===== src/rtl/vga_sync_monitor.sv =====
// -----------------------------------------------------------------------------
// vga_sync_monitor
//
// Passive monitor for a VGA-style pixel stream in the pixel-clock domain. It
// measures the active line width and frame height, and locks once the timing
// repeats correctly for LOCK_FRAMES consecutive frames. It also samples the
// colour of one chosen pixel every frame.
//
// Parameters
//   H_ACTIVE    expected active pixels per line
//   V_ACTIVE    expected active lines per frame
//   LOCK_FRAMES consecutive good frames needed to assert locked
//   TIMEOUT     clk cycles without an hsync falling edge before loss of signal
//
// Ports
//   clk              pixel clock, one pixel per cycle
//   reset            asynchronous, active-low reset
//   vga_hs, vga_vs   horizontal / vertical sync, active-low
//   vga_blank_n      1 = active pixel
//   red/green/blue   pixel colour, 8 bits each
//   probeX, probeY   coordinate to capture; latched once per frame
//   locked           timing stable (registered, glitch-free)
//   meas_width       active pixels in the last completed line
//   meas_height      active lines in the last completed frame
//   frame_done       one-cycle pulse per vsync falling edge
//   frame_count      completed frames, wraps 255 -> 0
//   line_err         sticky within a frame: some line width != H_ACTIVE
//   probe_rgb        captured {red,green,blue}, held until the next capture
//   probe_valid      one-cycle pulse on capture
//
// Timing: every input is registered once, and edges are found by comparing
// that register with its previous value. All results update on the clock
// edge after detection, which is two cycles after the pin changes.
// -----------------------------------------------------------------------------
module vga_sync_monitor #(
  parameter int H_ACTIVE    = 640,
  parameter int V_ACTIVE    = 480,
  parameter int LOCK_FRAMES = 2,
  parameter int TIMEOUT     = 1023
) (
  input  logic        clk,
  input  logic        reset,
  input  logic        vga_hs,
  input  logic        vga_vs,
  input  logic        vga_blank_n,
  input  logic [7:0]  red,
  input  logic [7:0]  green,
  input  logic [7:0]  blue,
  input  logic [9:0]  probeX,
  input  logic [9:0]  probeY,
  output logic        locked,
  output logic [9:0]  meas_width,
  output logic [9:0]  meas_height,
  output logic        frame_done,
  output logic [7:0]  frame_count,
  output logic        line_err,
  output logic [23:0] probe_rgb,
  output logic        probe_valid
);

  // ---------------------------------------------------------------------------
  // Constants
  // ---------------------------------------------------------------------------
  localparam int GW = (LOCK_FRAMES < 2) ? 1 : $clog2(LOCK_FRAMES + 1);
  localparam int TW = (TIMEOUT < 2) ? 1 : $clog2(TIMEOUT + 1);

  localparam logic [9:0]    H_EXP     = 10'(H_ACTIVE);
  localparam logic [9:0]    V_EXP     = 10'(V_ACTIVE);
  localparam logic [9:0]    CNT_MAX   = 10'h3FF;
  localparam logic [GW-1:0] GOOD_NEED = GW'(LOCK_FRAMES);
  localparam logic [TW-1:0] TO_LAST   = TW'(TIMEOUT - 1);
  localparam logic [TW-1:0] TO_MAX    = TW'(TIMEOUT);

  typedef enum logic [1:0] {
    SEARCH  = 2'd0,
    MEASURE = 2'd1,
    LOCKED  = 2'd2
  } state_t;

  // ---------------------------------------------------------------------------
  // Input registers and edge detection
  // ---------------------------------------------------------------------------
  logic        hs_r, vs_r, blank_r;
  logic        hs_d, vs_d;
  logic [23:0] rgb_r;
  logic [9:0]  probe_x_r, probe_y_r;
  logic        in_valid;   // registered inputs now reflect real pin values

  // NOTE: sequential state uses non-blocking assignments only, so every
  // register samples the values from before the edge and the order of the
  // statements inside the block never changes the result.
  // The sync registers reset to 0, not to the idle level 1. Then a sync pin
  // that is already low at reset release cannot look like a falling edge.
  always_ff @(posedge clk or negedge reset) begin
    if (!reset) begin
      hs_r      <= 1'b0;
      vs_r      <= 1'b0;
      blank_r   <= 1'b0;
      hs_d      <= 1'b0;
      vs_d      <= 1'b0;
      rgb_r     <= '0;
      probe_x_r <= '0;
      probe_y_r <= '0;
      in_valid  <= 1'b0;
    end else begin
      hs_r      <= vga_hs;
      vs_r      <= vga_vs;
      blank_r   <= vga_blank_n;
      hs_d      <= hs_r;
      vs_d      <= vs_r;
      rgb_r     <= {red, green, blue};
      probe_x_r <= probeX;
      probe_y_r <= probeY;
      in_valid  <= 1'b1;
    end
  end

  logic hs_fall, vs_fall;
  assign hs_fall = hs_d & ~hs_r;
  assign vs_fall = vs_d & ~vs_r;

  // ---------------------------------------------------------------------------
  // Shared combinational terms
  // ---------------------------------------------------------------------------
  logic [9:0]    x, y;
  logic [TW-1:0] to_cnt;
  logic          captured;
  logic          shadow_loaded;
  logic [9:0]    shadow_x, shadow_y;
  logic [GW-1:0] gcnt;
  state_t        state;

  logic       line_close;   // hs fall that ends a line with active pixels
  logic [9:0] y_inc;
  logic [9:0] y_closed;     // line count once any line closing this cycle is added
  logic       err_closed;   // line_err once any line closing this cycle is added
  logic       frame_good;
  logic       timeout_hit;  // the idle counter reaches TIMEOUT on this edge
  logic       probe_hit;

  assign line_close = hs_fall && (x != 10'd0);
  assign y_inc      = (y == CNT_MAX) ? y : y + 10'd1;

  // A line that closes in the same cycle as the vs fall still belongs to the
  // frame that is ending, so the frame logic sees these post-line values.
  assign y_closed   = line_close ? y_inc : y;
  assign err_closed = line_err | (line_close && (x != H_EXP));
  assign frame_good = (y_closed == V_EXP) && !err_closed;

  assign timeout_hit = !hs_fall && (to_cnt == TO_LAST);

  // Uses the pre-increment coordinates of the current active pixel.
  assign probe_hit = blank_r && !captured &&
                     (x == shadow_x) && (y == shadow_y);

  // ---------------------------------------------------------------------------
  // Pixel / line / frame counters and measurements
  // ---------------------------------------------------------------------------
  always_ff @(posedge clk or negedge reset) begin
    if (!reset) begin
      x           <= '0;
      y           <= '0;
      to_cnt      <= '0;
      meas_width  <= '0;
      meas_height <= '0;
      line_err    <= 1'b0;
      frame_done  <= 1'b0;
      frame_count <= '0;
    end else begin
      frame_done <= vs_fall;

      // Active pixel counter within the current line.
      if (timeout_hit || hs_fall) begin
        x <= '0;
      end else if (blank_r && (x != CNT_MAX)) begin
        x <= x + 10'd1;
      end

      // Line close: blank lines (x == 0) leave every measurement alone.
      if (line_close) begin
        meas_width <= x;
      end

      // Frame close comes after line close, using the combined values.
      if (vs_fall) begin
        meas_height <= y_closed;
        frame_count <= frame_count + 8'd1;
        line_err    <= 1'b0;
      end else if (line_close && (x != H_EXP)) begin
        line_err <= 1'b1;
      end

      if (timeout_hit || vs_fall) begin
        y <= '0;
      end else if (line_close) begin
        y <= y_inc;
      end

      // Cycles since the last hs fall, saturating at TIMEOUT.
      if (hs_fall) begin
        to_cnt <= '0;
      end else if (to_cnt != TO_MAX) begin
        to_cnt <= to_cnt + 1'b1;
      end
    end
  end

  // ---------------------------------------------------------------------------
  // Lock state machine
  // ---------------------------------------------------------------------------
  // The first vs fall after SEARCH only marks where a frame starts. The frame
  // before it was partial, so it never counts as good.
  always_ff @(posedge clk or negedge reset) begin
    if (!reset) begin
      state  <= SEARCH;
      gcnt   <= '0;
      locked <= 1'b0;
    end else begin
      case (state)
        SEARCH: begin
          if (vs_fall) begin
            state <= MEASURE;
            gcnt  <= '0;
          end
        end
        MEASURE: begin
          if (vs_fall) begin
            if (!frame_good) begin
              gcnt <= '0;
            end else if (gcnt + 1'b1 == GOOD_NEED) begin
              state  <= LOCKED;
              gcnt   <= GOOD_NEED;
              locked <= 1'b1;
            end else begin
              gcnt <= gcnt + 1'b1;
            end
          end
        end
        LOCKED: begin
          if (vs_fall && !frame_good) begin
            state  <= MEASURE;
            gcnt   <= '0;
            locked <= 1'b0;
          end
        end
        default: begin
          state  <= SEARCH;
          gcnt   <= '0;
          locked <= 1'b0;
        end
      endcase

      // Loss of signal overrides whatever the frame logic decided.
      if (timeout_hit) begin
        state  <= SEARCH;
        gcnt   <= '0;
        locked <= 1'b0;
      end
    end
  end

  // ---------------------------------------------------------------------------
  // Pixel probe
  // ---------------------------------------------------------------------------
  // The probe coordinate is copied into a shadow register once, just after
  // reset release (when the input registers first hold real pin values). It
  // is copied again at each vs fall. Changes to probeX/probeY during a frame
  // therefore only take effect in the next frame.
  // A coordinate outside the measured frame just never matches.
  always_ff @(posedge clk or negedge reset) begin
    if (!reset) begin
      shadow_x      <= '0;
      shadow_y      <= '0;
      shadow_loaded <= 1'b0;
      captured      <= 1'b0;
      probe_rgb     <= '0;
      probe_valid   <= 1'b0;
    end else begin
      if (vs_fall || (in_valid && !shadow_loaded)) begin
        shadow_x <= probe_x_r;
        shadow_y <= probe_y_r;
      end
      if (in_valid) begin
        shadow_loaded <= 1'b1;
      end

      probe_valid <= probe_hit;
      if (probe_hit) begin
        probe_rgb <= rgb_r;
      end

      if (vs_fall || timeout_hit) begin
        captured <= 1'b0;
      end else if (probe_hit) begin
        captured <= 1'b1;
      end
    end
  end

endmodule


===== config.mk =====
export PLATFORM = sky130hd
export DESIGN_NAME = vga_sync_monitor
export DESIGN_NICKNAME = d
export VERILOG_FILES = /design/src/rtl/vga_sync_monitor.sv
export SDC_FILE = /design/constraint.sdc
export NUM_CORES = 1
export LEC_CHECK = 0
export ABC_AREA = 1
export CORE_MARGIN = 3
export CORE_UTILIZATION = 53
export DETAILED_ROUTE_END_ITERATION = 10
export PLACE_DENSITY = 0.79
export SETUP_SLACK_MARGIN = 0.2
export SKIP_LAST_GASP = 1
export SLEW_MARGIN = 20
export SYNTH_ARGS = -nofsm -noshare
export SYNTH_HDL_FRONTEND = slang
export SYNTH_SLANG_ARGS = --single-unit

===== constraint.sdc =====
create_clock -name clk -period 2.36 [get_ports clk]
set_clock_uncertainty 0.15 [all_clocks]
set_input_delay 0.472 -clock clk [delete_from_list [all_inputs] [get_ports clk]]
set_output_delay 0.472 -clock clk [all_outputs]
set_load 0.01 [all_outputs]

### After elaboration in Yosys (flattened, before gate mapping)

Cells that the tools add are included.

* register bits after elaboration: 162
* latch bits: 0
* bits in writable memories: 0
* memory bits (read-only): 0
* input bits: 49
* output and inout bits: 56
* logic and storage cells: 111
* memories: 0

* add/subtract/negate cells: 5
* $mul: 0
* divide/modulo/power cells: 0
* magnitude comparators: 0
* equality and inequality tests: 17
* shift operators: 0
* muxes and demuxes: 31
* bitwise operators: 5
* reductions and logical operators: 27

Operators by type and width (number)
* $mux W10: 7
* $add A10 B1 Y10 const B: 3
* $ne A10 B10 Y1 const B: 3
* $mux W2: 12
* $eq A10 B10 Y1: 2
* $eq A10 B10 Y1 const B: 2
* $ne A3 B3 Y1 const B: 5
* $pmux W2 S3: 2
* $eq A10 B9 Y1 const B: 1
* $logic_and A1 B1 Y1: 10
* $reduce_and A5 Y1: 2
* $reduce_bool A10 Y1: 1
* $mux W1: 9
* $add A8 B1 Y8 const B: 1
* $reduce_bool A2 Y1: 4
* $logic_not A1 Y1: 5
* $eq A2 B2 Y1 const B: 2
* $logic_or A1 B1 Y1: 3
* $pmux W1 S3: 1
* $reduce_and A3 Y1: 1
* $add A2 B1 Y2 const B: 1
* $and A1 B1 Y1: 2
* $eq A2 B1 Y1 const B: 1
* $logic_not A2 Y1: 1
* 3 further kinds: 4

### Logic depth before layout (Yosys ltp)

* depth in word-level cells: 12
* gate-level depth with buffers: 17
* gate-level depth less buffers: 17

### Least setup slack after synthesis

Ideal clock, no wire load.

* kind: register -> register
* start point: register x[0]
* end point: register locked
* library setup time: 118 ps
* arrival: 1758 ps
* required time: 2092 ps
* path slack: 333 ps
* cell stages (with the launch flop): 17
* path buffers: 1
* cells stage by stage: dfrtp_1 > inv_1 > ha_1 > nand3_2 > nor2_4 > nor2_4 > buf_12 > nand2_2 > nand2_2 > nor2_2 > nand2_2 > nor2_4 > nand2_2 > nand2_2 > nand2_4 > nand4_1 > nand2_1

* longest elaborated chain between the ends: 10
* elaborated cells between the ends (all ways): 14
* those cells by class: eq/ne (4); mux (1); bitwise (1); reduce/logical (8)

Ends and longest elaborated chain
* start: declaration: RTL line 125 `logic [9:0] x, y;`
* start signal: assignment: RTL line 176 `x <= x + 10'd1;`
* parallel branches: the longest is 5 deep, another holds $reduce_bool A10 Y1
* $logic_and A1 B1 Y1 (*): RTL line 148 `assign frame_good = (y_closed == V_EXP) && !err_closed;`
* $logic_not A1 Y1: RTL line 240 `if (vs_fall && !frame_good) begin`
* $logic_and A1 B1 Y1: RTL line 240
* $ne A3 B3 Y1 (no line)
* $reduce_and A5 Y1 (no line) (*)
* end signal: assignment: RTL line 243 `locked <= 1'b0;`
* end signal: assignment: RTL line 249 `locked <= 1'b0;`
* end signal: assignment: RTL line 257 `locked <= 1'b0;`
* end: declaration: RTL line 51 `output logic locked,`

Every way passes the cells marked *.
A chain may end at the register's enable or synchronous reset.

### Worst setup path in the final report

* start point: register x[1]
* end point: register state[1]

* longest elaborated chain between the ends: 10
* elaborated cells between the ends (all ways): 14
* those cells by class: eq/ne (4); mux (1); bitwise (1); reduce/logical (8)

Ends and longest elaborated chain
* parallel branches: the longest is 5 deep, another holds $reduce_bool A10 Y1
* $logic_and A1 B1 Y1 (*): RTL line 148
* $logic_not A1 Y1: RTL line 240
* $logic_and A1 B1 Y1: RTL line 240
* $ne A3 B3 Y1 (no line)
* $reduce_and A5 Y1 (no line) (*)
* end signal: assignment: RTL line 241 `state <= MEASURE;`
* end signal: assignment: RTL line 247 `state <= SEARCH;`
* end signal: assignment: RTL line 255 `state <= SEARCH;`
* end: declaration: RTL line 131 `state_t state;`

Marked as above.

==> metrics.md <==
| Metric | Value |
|---|---|
| # nets final | `887` |
| Rows | `40` |
| Hpwl dp | `10490 microns` |
| DRT Pass-1 Iters | `5` |
| Clock Sinks | `162` |
| Final Max Tran Viols | `0` |
| Class of the worst hold path | `reg2reg` |
| DRT Wirelength | `16130 microns` |
| Routed len/inst | `15.96 microns` |
| Max clock buf depth | `2` |
| Crit path time final | `2.228 ns` |
| CTS tree | `done` |
| Placeable Area | `12160 sq um` |
| Area of the multi-input gates | `2435 sq um` |
| Drt via density | `5.121` |
| Register area | `4063 sq um` |
| Worst Setup SP | `x[1]$_DFFE_PN0P_` |
| DRT antenna net count | `0` |
| Final Hold Violating Endpoints | `0` |
| Sequential area share after synthesis | `0.6081` |
| CP Max Fanout | `7` |
| FF-to-FF setup slack | `0.13 ns` |
| Share of cells above drive strength 1 | `0.2147` |
| Cell Pwr Density | `800.1 nW/um^2` |
| Largest net degree at the start of global routing | `52` |
| I/O Buffers | `104` |
| Routability congestion estimate | `0.8588` |
| CP Capture Type | `flop` |
| Syn Std Cell Area | `6666 sq um` |
| Starting Density | `0.5481` |
| Initial DRC count | `326` |
| Final setup TNS | `0 ns` |
| Initial antenna violation count | `0` |
| Finish-stage setup viols | `0` |
| Worst setup margin | `0.1322 ns` |
| Yosys warns | `0` |
| GR Util All Layers | `0.2292` |
| Hold_sp | `vs_r$_DFF_PN0_` |
| Fmax | `448.9 MHz` |
| Die W | `118.2 microns` |
| I/O pin total | `105` |
| Data required, critical path | `2.52 ns` |
| Total grt overflow | `0` |
| Crit path DAT | `2.39 ns` |
| Power Total | `7.305 mW` |
| Post-Syn Instances | `679` |
| Filler cell count | `813` |
| TritonCTS Buffers | `17` |
| Maximum capacitance violations | `0` |
| Htree depth | `4` |
| Synth Register Bits | `162` |
| DP Worst Slack | `0.01946 ns` |
| Reg2reg start | `x[1]$_DFFE_PN0P_` |
| Netlist cell types | `43` |
| Root buffer cell | `clkbuf_16` |
| Synthesis-to-finish area growth | `36.96%` |
| Slew HR | `0.6595` |
| Least-Margin Pin Slew | `0.5107 ns` |
| Syn_area_per_cell | `9.818 sq um` |
| RSZ-0062 raised after global routing | `true` |
| Crit share post-route | `0.9440` |
| DIE AREA | `13960 sq um` |
| # diodes | `0` |
| VDD IR max | `0.6487 mV` |
| Vias post-DR | `5177` |
| WS Path Type | `reg2reg` |
| First-pass GRT wire length | `25390 microns` |
| Status | `finished, final reports clean` |
| Chip Height | `118.2 microns` |
| Leak Pwr | `4.185 nW` |
| # DRC | `0` |
| Clock-pin slew on the worst setup and hold paths | `0.07 ns` |
| Vias in the first global route | `5301` |
| Worst-Skew Late Latency | `0.43 ns` |
| Critical Path Start Type | `flop` |
| Post-synth net total | `735` |
==> placed cells by master (no fill, tap or decap), drive strengths merged, types with 6 or more instances in the layout <==
master	instances
nand2	205
dfrtp	162
clkdlybuf4s50	103
inv	71
nor2	60
o21ai	50
buf	41
nand3	28
clkbuf	25
a21oi	18
xor2	12
mux2	10
nand4	8
nor3	7
ha	7
o22ai	6
==> layer usage <==
| metal | share of wire | GRT usage | wire length, microns |
|---|---|---|---|
| met5 | 0 | 0 | 0 |
| met1 | 0.41 | 0.2916 | 6683 |
| met2 | 0.51 | 0.3708 | 8299 |
| met4 | 0.022 | 0.08864 | 353 |
| met3 | 0.049 | 0.06938 | 796 |
==> where the power goes <==
part           leakage [nW]  total (mW)  internal [mW]  switching, mW
registers              2.03        3.30           3.06          0.245
logic                  1.89        1.34          0.661          0.683
clock network         0.273        2.66           1.54           1.12
==> kinds of logic after synthesis <==
kind of cell | Yosys count | synth area share
buffers and inverters | 84 | 0.05293
adders and majority gates | 7 | 0.01314
and+or+nand+nor | 312 | 0.2125
xor gates and xnor gates | 17 | 0.02233
DFF | 162 | 0.6081
other | 1 | 0.0005625
muxes | 10 | 0.01689
AOI/OAI and AO/OA | 86 | 0.07358
==> registers in the layout, indices dropped and copies added, names as in the netlist, 2 cells and up <==
| signal | count |
|---|---|
| x | 10 |
| meas_width | 10 |
| meas_height | 10 |
| shadow_y | 10 |
| probe_rgb | 24 |
| shadow_x | 10 |
| frame_count | 8 |
| probe_x_r | 10 |
| probe_y_r | 10 |
| gcnt | 2 |
| y | 10 |
| state | 2 |
| rgb_r | 24 |
| to_cnt | 10 |
==> worst paths after layout <==
check	endpoint	cells past startpoint
max	state[1]$_DFFE_PN0P_	15
min	vs_d$_DFF_PN0_	0
max reg2reg	state[1]$_DFFE_PN0P_	15
min reg2reg	vs_d$_DFF_PN0_	0
max in group asynchronous	locked$_DFFE_PN0P_	3
min in group asynchronous	meas_width[4]$_DFFE_PN0N_	2
==> critical path: stages (launching register included) <==
cell	delay [ns]
dfrtp_1	0.41
inv_2	0.10
ha_4	0.15
nand3_4	0.08
nor2_4	0.10
nor2_4	0.06
buf_12	0.13
buf_6	0.11
a21oi_4	0.16
nand2_2	0.08
nor2_4	0.14
nand2_2	0.07
nand2_2	0.08
nand2_4	0.08
nand4_1	0.12
nand2_1	0.07
==> cell type report <==
class / instances / area share
tap: 168 / 0.02302
inverter: 68 / 0.02988
sequential: 162 / 0.4450
multi-input combinational: 433 / 0.2667
clock buffer: 21 / 0.05153
timing repair buffer: 149 / 0.1728
clock inverter: 10 / 0.01110
==> per-stage QoR <==
stage | hold slack [ns] | utilization | cells | area [sq um]
after floorplan | 0.02641 | - | 679 | 6666
after global placement | 0.2318 | 0.6574 | 950 | 7995
final | 0.2443 | 0.7507 | 1011 | 9130
after detailed placement | 0.2346 | 0.6574 | 950 | 7995
after CTS | 0.2493 | 0.7229 | 993 | 8792
after global routing | 0.2620 | 0.7507 | 1011 | 9130
==> cells in the mapped netlist (all sizes together) <==
cell type,number,area share
o2111ai,1,0.0013
a2111oi,1,0.0015
xor2,12,0.016
o21bai,1,0.0011
o22ai,6,0.0056
a211oi,2,0.0030
mux2,10,0.017
nand4,8,0.0075
nand3,28,0.027
ha,7,0.013
or2,1,0.00094
inv,68,0.039
nand2,205,0.12
nor3,7,0.0053
o31ai,1,0.0011
a31oi,3,0.0028
nor2,60,0.047
dfrtp,162,0.61
o211ai,1,0.0011
o21ai,50,0.039
buf,9,0.0096
nor4,3,0.0028
clkbuf,7,0.0039
conb,1,0.00056
a21oi,18,0.015
xnor2,5,0.0066
a221oi,2,0.0026
==> repair_timing <==
item | CTS | global route
endpoints found under the setup margin | 29 | 41
gates resized for setup | 30 | 43
gates cloned | 1 | 6
hold endpoints to repair | 47 | 0
buffers inserted | 10 | 12
hold buffers | 1 | 0
pin swaps | 11 | 20
(Power assumes the default switching activity.)
